--- src/rtl/normalizer32.sv ---
// Iterative 32-bit left-shift normalizer: counts leading zeros (unsigned) or
// redundant sign bits (signed), one bit per clock, with valid/ready handshakes.
module normalizer32 (
  input  logic        clk,
  input  logic        rst_n,
  input  logic        in_valid,
  output logic        in_ready,
  input  logic [31:0] data_in,
  input  logic        signed_mode,
  output logic        out_valid,
  input  logic        out_ready,
  output logic [31:0] data_out,
  output logic [4:0]  shift_amt,
  output logic        zero
);

  typedef enum logic [1:0] {
    IDLE  = 2'd0,
    SHIFT = 2'd1,
    DONE  = 2'd2
  } state_t;

  state_t      state_r, state_s;
  logic [31:0] work_r, work_s;
  logic [4:0]  cnt_r, cnt_s;
  logic        mode_r, mode_s;
  logic        zero_r, zero_s;

  // All-zero (or all-one in signed mode) operands never reach a normalized form.
  function automatic logic is_degenerate(input logic [31:0] d, input logic m);
    logic result;
    if (m) begin
      result = (d == 32'h0000_0000) || (d == 32'hFFFF_FFFF);
    end else begin
      result = (d == 32'h0000_0000);
    end
    return result;
  endfunction

  function automatic logic is_normalized(input logic [31:0] d, input logic m);
    logic result;
    if (m) begin
      result = (d[31] != d[30]);
    end else begin
      result = d[31];
    end
    return result;
  endfunction

  // State, working register, count, mode and zero flag registers.
  always_ff @(posedge clk) begin
    if (!rst_n) begin
      state_r <= IDLE;
      work_r  <= 32'h0000_0000;
      cnt_r   <= 5'd0;
      mode_r  <= 1'b0;
      zero_r  <= 1'b0;
    end else begin
      state_r <= state_s;
      work_r  <= work_s;
      cnt_r   <= cnt_s;
      mode_r  <= mode_s;
      zero_r  <= zero_s;
    end
  end

  // Next-state and datapath update; degenerate operands skip SHIFT entirely.
  always_comb begin
    state_s = state_r;
    work_s  = work_r;
    cnt_s   = cnt_r;
    mode_s  = mode_r;
    zero_s  = zero_r;
    case (state_r)
      IDLE: begin
        if (in_valid) begin
          work_s = data_in;
          mode_s = signed_mode;
          cnt_s  = 5'd0;
          if (is_degenerate(data_in, signed_mode)) begin
            zero_s  = 1'b1;
            state_s = DONE;
          end else begin
            zero_s  = 1'b0;
            state_s = SHIFT;
          end
        end else begin
          state_s = IDLE;
        end
      end
      SHIFT: begin
        // A non-degenerate operand normalizes within 31 shifts, so cnt never wraps.
        if (is_normalized(work_r, mode_r)) begin
          state_s = DONE;
        end else begin
          work_s = {work_r[30:0], 1'b0};
          cnt_s  = cnt_r + 5'd1;
        end
      end
      DONE: begin
        if (out_ready) begin
          state_s = IDLE;
        end else begin
          state_s = DONE;
        end
      end
      default: begin
        state_s = IDLE;
      end
    endcase
  end

  assign in_ready  = (state_r == IDLE) && rst_n;
  assign out_valid = (state_r == DONE);
  assign data_out  = work_r;
  assign shift_amt = cnt_r;
  assign zero      = zero_r;

endmodule

--- config.mk ---
export PLATFORM = sky130hd
export DESIGN_NAME = normalizer32
export DESIGN_NICKNAME = d
export VERILOG_FILES = /design/src/rtl/normalizer32.sv
export SDC_FILE = /design/constraint.sdc
export NUM_CORES = 1
export LEC_CHECK = 0
export BUFFER_PORTS_ARGS = -buffer_cell sky130_fd_sc_hd__clkbuf_2
export CORE_ASPECT_RATIO = 2
export CORE_MARGIN = 3
export CORE_UTILIZATION = 45
export DETAILED_ROUTE_END_ITERATION = 8
export GPL_ROUTABILITY_DRIVEN = 0
export GPL_TIMING_DRIVEN = 1
export PLACE_DENSITY = 0.76
export SYNTH_ARGS = -nofsm -noshare
export SYNTH_HDL_FRONTEND = slang
export SYNTH_SLANG_ARGS = --single-unit
--- constraint.sdc ---
create_clock -name clk -period 1.32 [get_ports clk]
set_input_delay 0.132 -clock clk [delete_from_list [all_inputs] [get_ports clk]]
set_output_delay 0.132 -clock clk [all_outputs]
set_load 0.01 [all_outputs]
==> results of run 1 <==
## layout make-up
cell class	instances	area [µm²]	area share, %
clock buffers	6	82.58	2.666
well taps	55	68.82	2.221
flip-flops and latches	41	829.5	26.78
inverters	1	3.754	0.1212
multi-input cells	163	1310	42.29
clock inverters	1	7.507	0.2423
repair buffers	113	795.8	25.69
## placed cells by master, fill, tap and decap left out, types with 2 or more instances in the layout
cell type   n
clkbuf_2   75
nand2b_1    4
nor4_1     35
buf_12      5
or3_1       2
mux2i_1    32
a21oi_1     3
o21ai_0     3
nand4b_1    2
nor4_2      6
clkbuf_8    6
nand3_1     2
buf_4      26
nand2_1     3
dfxtp_2     4
buf_6       2
or4_1       2
a31o_1     31
nand4_1     9
o21a_1      2
dfxtp_1    36
a31oi_1     2
o211ai_1    3
buf_16      3
nor2_1      4
## sequential cells by signal, summed over array words and instances (netlist names)
signal and cells:
data_out 32, shift_amt 5, state_r 2, mode_r 1, zero 1
## routing by layer
metal  vias up  global-route usage [%]
met4         0                   12.70
met1      1187                   25.63
met2       119                   40.76
met5         -                       0
li1       1118                       -
met3        25                   3.799
## per-stage QoR
stage / setup TNS [ns] / setup slack, ns / cells / hold slack (ns) / cell area, µm²
global route: -6.578 / -0.2246 / 380 / 0.1402 / 3098
floorplan: -2.566 / -0.08643 / 230 / 0.2792 / 2238
finish: -4.818 / -0.1734 / 380 / 0.1336 / 3098
CTS: -3.848 / -0.1308 / 381 / 0.1097 / 3054
detailed placement: -4.640 / -0.1859 / 367 / 0.4171 / 2823
global placement: -3.655 / -0.1344 / 367 / 0.4196 / 2823
## worst min-delay path, delay by kind of cell
family,cells,cell delay [ns]
buf+inv,1,0.11
mux,1,0.07
simple gates,1,0.07
## logic make-up after synthesis
kind of cell | Yosys count | share of synthesized area (%)
AND/OR/NAND/NOR | 80 | 22.50
AO/OA/AOI/OAI | 50 | 18.29
flip-flops | 41 | 36.81
multiplexers | 32 | 14.37
buffers and inverters | 26 | 7.463
adder cells (fa/ha/maj) | 1 | 0.5611
## what timing repair did
item | in CTS | in global routing
pin swaps | 0 | 2
setup buffers | 4 | 0
endpoints found under the setup margin | 39 | 41
gates resized for setup | 12 | 11
hold endpoints to repair | 0 | 0
gates cloned | 3 | 0
## synthesized netlist by cell type (2+ instances only)
master     n
buf_2      7
or4_1      2
o21ai_0    3
nand4b_1   2
or3_1      2
buf_6      7
mux2i_1   32
o21a_1     2
o21ai_1    2
buf_4      2
nand3_1    2
a31oi_1    2
nor2_1     4
a31o_1    31
clkbuf_1   8
nand2b_1   5
or2_1      2
o211ai_1   3
nor4_1    41
a21oi_1    4
dfxtp_1   41
nand4_1    9
nand2_1    3
## worst paths after layout
kind                                                 from                   endpoint  cells past startpoint
worst max-delay path            data_out[31]$_SDFFE_PN0P_   data_out[5]$_SDFFE_PN0P_                      6
worst min-delay path                          signed_mode        mode_r$_SDFFE_PN0P_                      3
worst max register to register  data_out[31]$_SDFFE_PN0P_   data_out[5]$_SDFFE_PN0P_                      6
worst min register to register  shift_amt[4]$_SDFFE_PN0P_  shift_amt[4]$_SDFFE_PN0P_                      2
## power by group
part | internal, mW | total, mW | switching (mW) | leakage [nW]
Clock | 0.414 | 0.848 | 0.434 | 0.0433
Combinational | 0.703 | 1.35 | 0.652 | 1.05
Sequential | 1.38 | 1.52 | 0.136 | 0.339
==> results_dict.tcl, run 1 <==
set metrics [dict create \
    status "finished with violations" \
    violations "negative setup slack" \
    ctsLongestPathBuffers 2 \
    dieWidth_um 55.78 \
    seq_area_frac_synth_pct 36.81 \
    insertion_delay_ns 0.29 \
    die_y_um 105.5 \
    synthArstFlopShare_pct 0 \
    leakagePower_nw 1.434 \
    layout-drive-gt1-share_pct 43.38 \
    synth_top_area_share_pct 36.81 \
    dp_hpwl_mm 4.909 \
    hold_path.class "input port to flip-flop" \
    drt_iter0_drc 95 \
    cts_tree "built" \
    yosysWarnings 0 \
    core_mm2 0.004686 \
    netlist_top_cells_area "dfxtp_1, mux2i_1, a31o_1" \
    htree_levels 2 \
    fillCellCount 383 \
    antenna_found_initial 0 \
    cp-start-kind "flip-flop" \
    skew_ns 0.008191 \
    slew_viol_final 0 \
    setup_viol 37 \
    syn_to_final_growth_pct 38.94 \
    grt_pass1_wl_mm 10.99 \
    wl_met2_mm 3.821 \
    power_mw 3.724 \
    die_area_mm2 0.005887 \
    slowest_stage "dfxtp_2" \
    cp-end-kind "flip-flop" \
    yosys.area.top_type "dfxtp_1" \
    start_util_pct 47.58 \
    worst_ep_arrival_time_ns 1.68 \
    io_buffers 76 \
    worst_pin_slew_ns 0.3306 \
    ctsHoldBuffers 0 \
    grt_use_total_pct 23.10 \
    clkTransAtPathRegs_ns 0.07 \
    pwr_density_cell_mw_per_mm2 1202 \
    ios 77 \
    syn_inst 230 \
    routed_wl_mm 7.222 \
    vias 2449 \
    diodes 0 \
    slowest_delay_ns 0.34 \
    synth_edf_count 0 \
    slew_headroom_pct 77.76 \
    grt_pass1_vias 2287 \
    max_cap_violations 0 \
    routed.top_layer "met4" \
    rsz0062_at_grt "yes" \
    nets 363 \
    timing_worst_setup_path_type "flip-flop to flip-flop" \
    hold_viol_final 0 \
    r2r_slack_ns -0.17 \
    grt.overflow.total 0 \
    postLayoutSetupSlackWorst_ns -0.1734 \
    drt-wirelength-per-cell_um 19.01 \
    cp_max_fo 7 \
    grt_max_degree 22 \
    synthFlopType "dfxtp_1" \
    antenna_left 0 \
    worst-endpoint-required_ns 1.50 \
    cts_sinks 41 \
    fin_crit_sh_pct 113.1 \
    cts_inserted_buffers 5 \
    final_util_pct 66.11 \
    dr.pass1.iters 4 \
    ys_ff_latch 41 \
    synth_area_mm2 0.002230 \
    syn_nets 268 \
    syn_avg_cell_area_um2 9.694 \
    drcViolationCount 0 \
    yosysUniqueCellTypes 37 \
    crit_chain "a21bo_4 > a31oi_4 > buf_4 > buf_4 > nor4_1 > a31o_1" \
    ir_drop_mv 0.9660 \
    fmaxAchievable_mhz 669.6 \
    rows 35 \
    viasPerCell 6.445 \
    wl_met3_um 416 \
    cp_top_family "compound AO/OA/AOI/OAI gates" \
    worst-path-buf-inv 2 \
    critPathMostFrequentCell "buf_4" \
    wl_met1_mm 2.690 \
    cts-root-buf "clkbuf_8" \
    fin_crit_ns 1.493 \
]
Power figures use the tool's default switching activity.
==> run 2: changes to the inputs <==
CORE_UTILIZATION = 40   (was 45)
PLACE_DENSITY = 0.69   (was 0.76)
TNS_END_PERCENT = 100   (was unset)
==> results_dict.tcl, run 2 (same netlist as run 1, synthesis figures left out) <==
set metrics [dict create \
    violations "negative setup slack" \
    setup_viol 37 \
    antenna_left 0 \
    pwr-share-seq_pct 40.9 \
    timing_worst_setup_path_type "flip-flop to flip-flop" \
    grt_pass1_wl_mm 10.90 \
    ctsLongestPathBuffers 2 \
    htree_levels 2 \
    cp-start-kind "flip-flop" \
    slew_headroom_pct 78.31 \
    fmaxAchievable_mhz 673.1 \
    dp_hpwl_mm 5.162 \
    syn_to_final_growth_pct 35.63 \
    layout_common_cells "clkbuf_2, nor4_1, dfxtp_1, mux2i_1, a31o_1" \
    hold_path.class "input port to flip-flop" \
    ir_drop_mv 1.033 \
    final_util_pct 57.30 \
    drt-wirelength-per-cell_um 17.69 \
    swShare_pct 31.43 \
    skew_ns 0.003019 \
    pwr-share-comb_pct 32.4 \
    vias 2336 \
    cp_max_fo 9 \
    status "finished with violations" \
    power.internal_mw 2.528 \
    grt_max_degree 29 \
    die_y_um 111.6 \
    leakagePower_nw 1.420 \
    cts-root-buf "clkbuf_8" \
    holdWs_ns 0.1182 \
    viasPerCell 6.083 \
    grt.overflow.total 0 \
    cts_sinks 41 \
    dr.pass1.iters 4 \
    nets 364 \
    p_clk_share_pct 26.8 \
    ctsHoldBuffers 0 \
    largest_register_ffs 32 \
    postLayoutSetupSlackWorst_ns -0.1656 \
    worst_pin_slew_ns 0.3227 \
    worst-endpoint-required_ns 1.55 \
    layout-drive-gt1-share_pct 42.02 \
    clkTransAtPathRegs_ns 0.08 \
    start_util_pct 42.25 \
    cp-end-kind "flip-flop" \
    drt_iter0_drc 80 \
    fin_crit_sh_pct 112.5 \
    antenna_found_initial 0 \
    routed_wl_mm 6.794 \
    core_mm2 0.005278 \
    ios 77 \
    worst_ep_arrival_time_ns 1.72 \
    grt_use_total_pct 21.00 \
    dp.cells 376 \
    io_buffers 76 \
    diodes 0 \
    fin_crit_ns 1.486 \
    instances_no_fill 384 \
    power_switching_mw 1.159 \
    dieWidth_um 58.79 \
    rows 37 \
    rsz0062_at_grt "yes" \
    max_cap_violations 0 \
    hold_viol_final 0 \
    final_common_cell "clkbuf_2" \
    pwr_density_cell_mw_per_mm2 1219 \
    cts_inserted_buffers 5 \
    insertion_delay_ns 0.29 \
    die_area_mm2 0.006560 \
    cts_tree "built" \
    grt_pass1_vias 2318 \
    slew_viol_final 0 \
    drcViolationCount 0 \
]
==> run 2: cell count changes in the layout (fill, tap and decap cells not counted), sizes merged <==
cell and change:
buf +1, clkbuf -1, clkinvlp -1, clkinv +1
bufinv +1
==> run 2: per-stage QoR <==
step | cell area, µm² | setup TNS, ns | power, mW | worst slack [ns]
floorplan | 2238 | -2.566 | 2.217 | -0.08643
global placement | 2859 | -3.667 | 2.658 | -0.1407
detailed placement | 2859 | -4.605 | 2.676 | -0.1559
CTS | 2998 | -3.728 | 3.690 | -0.1314
global route | 3024 | -6.887 | 3.873 | -0.2114
finish | 3024 | -4.788 | 3.687 | -0.1656
==> run 2: final timing paths <==
kind	startpoint	to	slack, ns	depth (start not counted)
worst max-delay path	data_out[31]$_SDFFE_PN0P_	shift_amt[2]$_SDFFE_PN0P_	-0.17	5
worst min-delay path	data_in[0]	data_out[0]$_SDFFE_PN0P_	0.12	3
worst max register to register	data_out[31]$_SDFFE_PN0P_	shift_amt[2]$_SDFFE_PN0P_	-0.17	5
worst min register to register	shift_amt[4]$_SDFFE_PN0P_	shift_amt[4]$_SDFFE_PN0P_	0.49	2
==> run 2: area by class of cell <==
cell class / instances / area [µm²]
Multi-Input combinational cell: 163 / 1284
Sequential cell: 41 / 825.8
Timing Repair Buffer: 114 / 734.5
Fill cell: 509 / 2253
Clock inverter: 2 / 35.03
Inverter: 1 / 3.754
Tap cell: 58 / 72.57
Clock buffer: 5 / 68.82
==> run 2: metal layers <==
| metal | wire [µm] | vias up | global-route usage [%] | share of wire (%) |
|---|---|---|---|---|
| met5 | 0 | - | 0 | 0 |
| met4 | 217 | 0 | 9.834 | 3.2 |
| met3 | 283 | 15 | 2.668 | 4.2 |
| met2 | 3788 | 75 | 37.52 | 56 |
| met1 | 2504 | 1141 | 23.37 | 37 |
| li1 | - | 1105 | - | - |
==> run 2: timing repair <==
action / 4_1_cts / 5_1_grt
endpoints found under the hold margin: 0 / 0
pin swaps: 0 / 7
endpoints found under the setup margin: 39 / 40
setup buffers: 2 / 1
resized for setup: 7 / 8
==> run 2: worst max-delay path: stages, from the launching register on <==
cell and delay [ns]:
dfxtp_2 0.35, nand3b_1 0.18, a31oi_4 0.15, buf_6 0.17
or4_4 0.50, nand2_1 0.08
==> run 2: power by group through the flow <==
stage                     registers [mW]  clock network [mW]  logic (mW)
after detailed placement            1.53                   0        1.14
final                               1.51               0.987        1.19
after floorplan                     1.57                   0       0.648
after CTS                           1.50                1.00        1.18
after global routing                1.53                1.06        1.29
after global placement              1.53                   0        1.13
==> run 3: changes to the inputs <==
SETUP_SLACK_MARGIN = 0.1   (was unset)
==> results_dict.tcl, run 3 (same netlist as run 1, synthesis figures left out) <==
set metrics [dict create \
    status "finished with violations" \
    violations "negative setup slack" \
    dp_hpwl_mm 5.059 \
    syn_to_final_growth_pct 39.23 \
    ctsLongestPathBuffers 2 \
    rsz0062_at_grt "yes" \
    layout-drive-gt1-share_pct 44.31 \
    grt.overflow.total 0 \
    crit_chain "nand3b_1 > a31oi_4 > or2_4 > buf_8 > a31o_1" \
    cp-end-kind "flip-flop" \
    drcViolationCount 0 \
    cts_sinks 41 \
    slew_headroom_pct 73.68 \
    drt-wirelength-per-cell_um 18.67 \
    slew_viol_final 0 \
    leakagePower_nw 1.435 \
    antenna_found_initial 0 \
    ctsHoldBuffers 0 \
    cts_inserted_buffers 5 \
    start_util_pct 42.25 \
    io_buffers 76 \
    finalSetupTns_ns -4.415 \
    drt_iter0_drc 90 \
    postLayoutSetupSlackWorst_ns -0.1420 \
    fin_crit_ns 1.462 \
    fin_area_mm2 0.003104 \
    slowest_delay_ns 0.35 \
    dr.pass1.iters 4 \
    cts_tree "built" \
    worst_ep_arrival_time_ns 1.65 \
    critPathCapture "data_out[23]$_SDFFE_PN0P_" \
    skew_ns 0.004476 \
    rows 37 \
    clkTransAtPathRegs_ns 0.08 \
    hold_path.class "input port to flip-flop" \
    nets 364 \
    layout_common_cells "clkbuf_2, nor4_1, dfxtp_1, mux2i_1, a31o_1" \
    grt_pass1_vias 2273 \
    htree_levels 2 \
    setup_viol 37 \
    placed_cell_area_mm2 0.002804 \
    core_mm2 0.005278 \
    timing_worst_setup_path_type "flip-flop to flip-flop" \
    antenna_left 0 \
    fillCellCount 480 \
    routed_wl_mm 7.149 \
    insertion_delay_ns 0.29 \
    critPathLaunch "data_out[31]$_SDFFE_PN0P_" \
    cts-root-buf "clkbuf_8" \
    die_y_um 111.6 \
    r2r_slack_ns -0.14 \
    max_cap_violations 0 \
    fmaxAchievable_mhz 684.0 \
    fin_crit_sh_pct 110.8 \
    r2r_end "data_out[23]$_SDFFE_PN0P_" \
    grt_max_degree 37 \
    timing.rr.start "data_out[31]$_SDFFE_PN0P_" \
    diodes 0 \
    cp-start-kind "flip-flop" \
    min_path_cells 3 \
    power_mw 3.566 \
    slowest_stage "dfxtp_2" \
    grt_pass1_wl_mm 10.81 \
    pwr_density_cell_mw_per_mm2 1149 \
    final_common_cell "clkbuf_2" \
    grt_use_total_pct 21.09 \
    cp_max_fo 13 \
    vias 2410 \
    hold_viol_final 0 \
    worst-endpoint-required_ns 1.51 \
    ff2ff_path_depth 5 \
    viasPerCell 6.292 \
    worst_pin_slew_ns 0.3948 \
    dieWidth_um 58.79 \
    die_area_mm2 0.006560 \
    ios 77 \
    largest_register_ffs 32 \
    ir_drop_mv 0.8908 \
]
run 3: cell types whose count changed in the layout (fill, tap and decap cells not counted), moves of 2 or more:
cell | before | now
a21oi_1 | 3 | 1
buf_4 | 30 | 22
dfxtp_4 | 0 | 2
a21oi_2 | 0 | 3
clkbuf_16 | 0 | 2
buf_6 | 3 | 10
dfxtp_1 | 37 | 35
nand2b_4 | 0 | 2
run 3: critical path, delay by kind of cell (launching register included):
kind / cells / cell delay [ns]
AND/OR/NAND/NOR: 2 / 0.52
buffers and inverters: 1 / 0.17
AO/OA/AOI/OAI: 2 / 0.32
flip-flops: 1 / 0.35
run 3: power by group:
part           internal [mW]  switching [mW]  total [mW]  leakage, nW
Combinational          0.656           0.624        1.28         1.06
Clock                  0.348           0.417       0.765       0.0399
Sequential              1.38           0.137        1.52        0.339
Total                   2.39            1.18        3.57         1.44
run 3: per-layer routing:
metal  GRT usage, %  wire, µm
met5              0         0
met4          9.834       233
met3          3.364       402
met2          37.44      3934
met1          23.31      2578
run 3: how the worst min path moves through the flow:
stage,from,endpoint
floorplan,rst_n,shift_amt[3]$_SDFFE_PN0P_
global route,signed_mode,mode_r$_SDFFE_PN0P_
detailed placement,signed_mode,mode_r$_SDFFE_PN0P_
CTS,data_in[0],data_out[0]$_SDFFE_PN0P_
finish,signed_mode,mode_r$_SDFFE_PN0P_
global placement,signed_mode,mode_r$_SDFFE_PN0P_
run 3: repair_timing:
item                                    CTS  global route
endpoints found under the setup margin   43            43
cloned                                    1             3
buffers inserted                          4             2
resized for setup                        19            13
hold endpoints to repair                  0             0
pin swaps                                 2             6
run 3: through the flow:
stage          std cells  worst slack [ns]  utilization, %  hold WS, ns
2_1_floorplan        230          -0.08458               -       0.2681
3_3_place_gp         369           -0.1345           53.13       0.4233
3_5_place_dp         369           -0.1879           53.13       0.4329
4_1_cts              380           -0.1220           56.99       0.1313
5_1_grt              383           -0.1871           58.82       0.1590
6_report             383           -0.1420           58.82       0.1372
run 3: final cells by class:
class	instances	area (µm²)	share of cell area, %
Sequential cell	41	833.3	26.84
Multi-Input combinational cell	163	1323	42.60
Clock buffer	5	68.82	2.217
Timing Repair Buffer	114	798.3	25.72
Clock inverter	1	5.005	0.1612
Inverter	1	3.754	0.1209
Tap cell	58	72.57	2.338
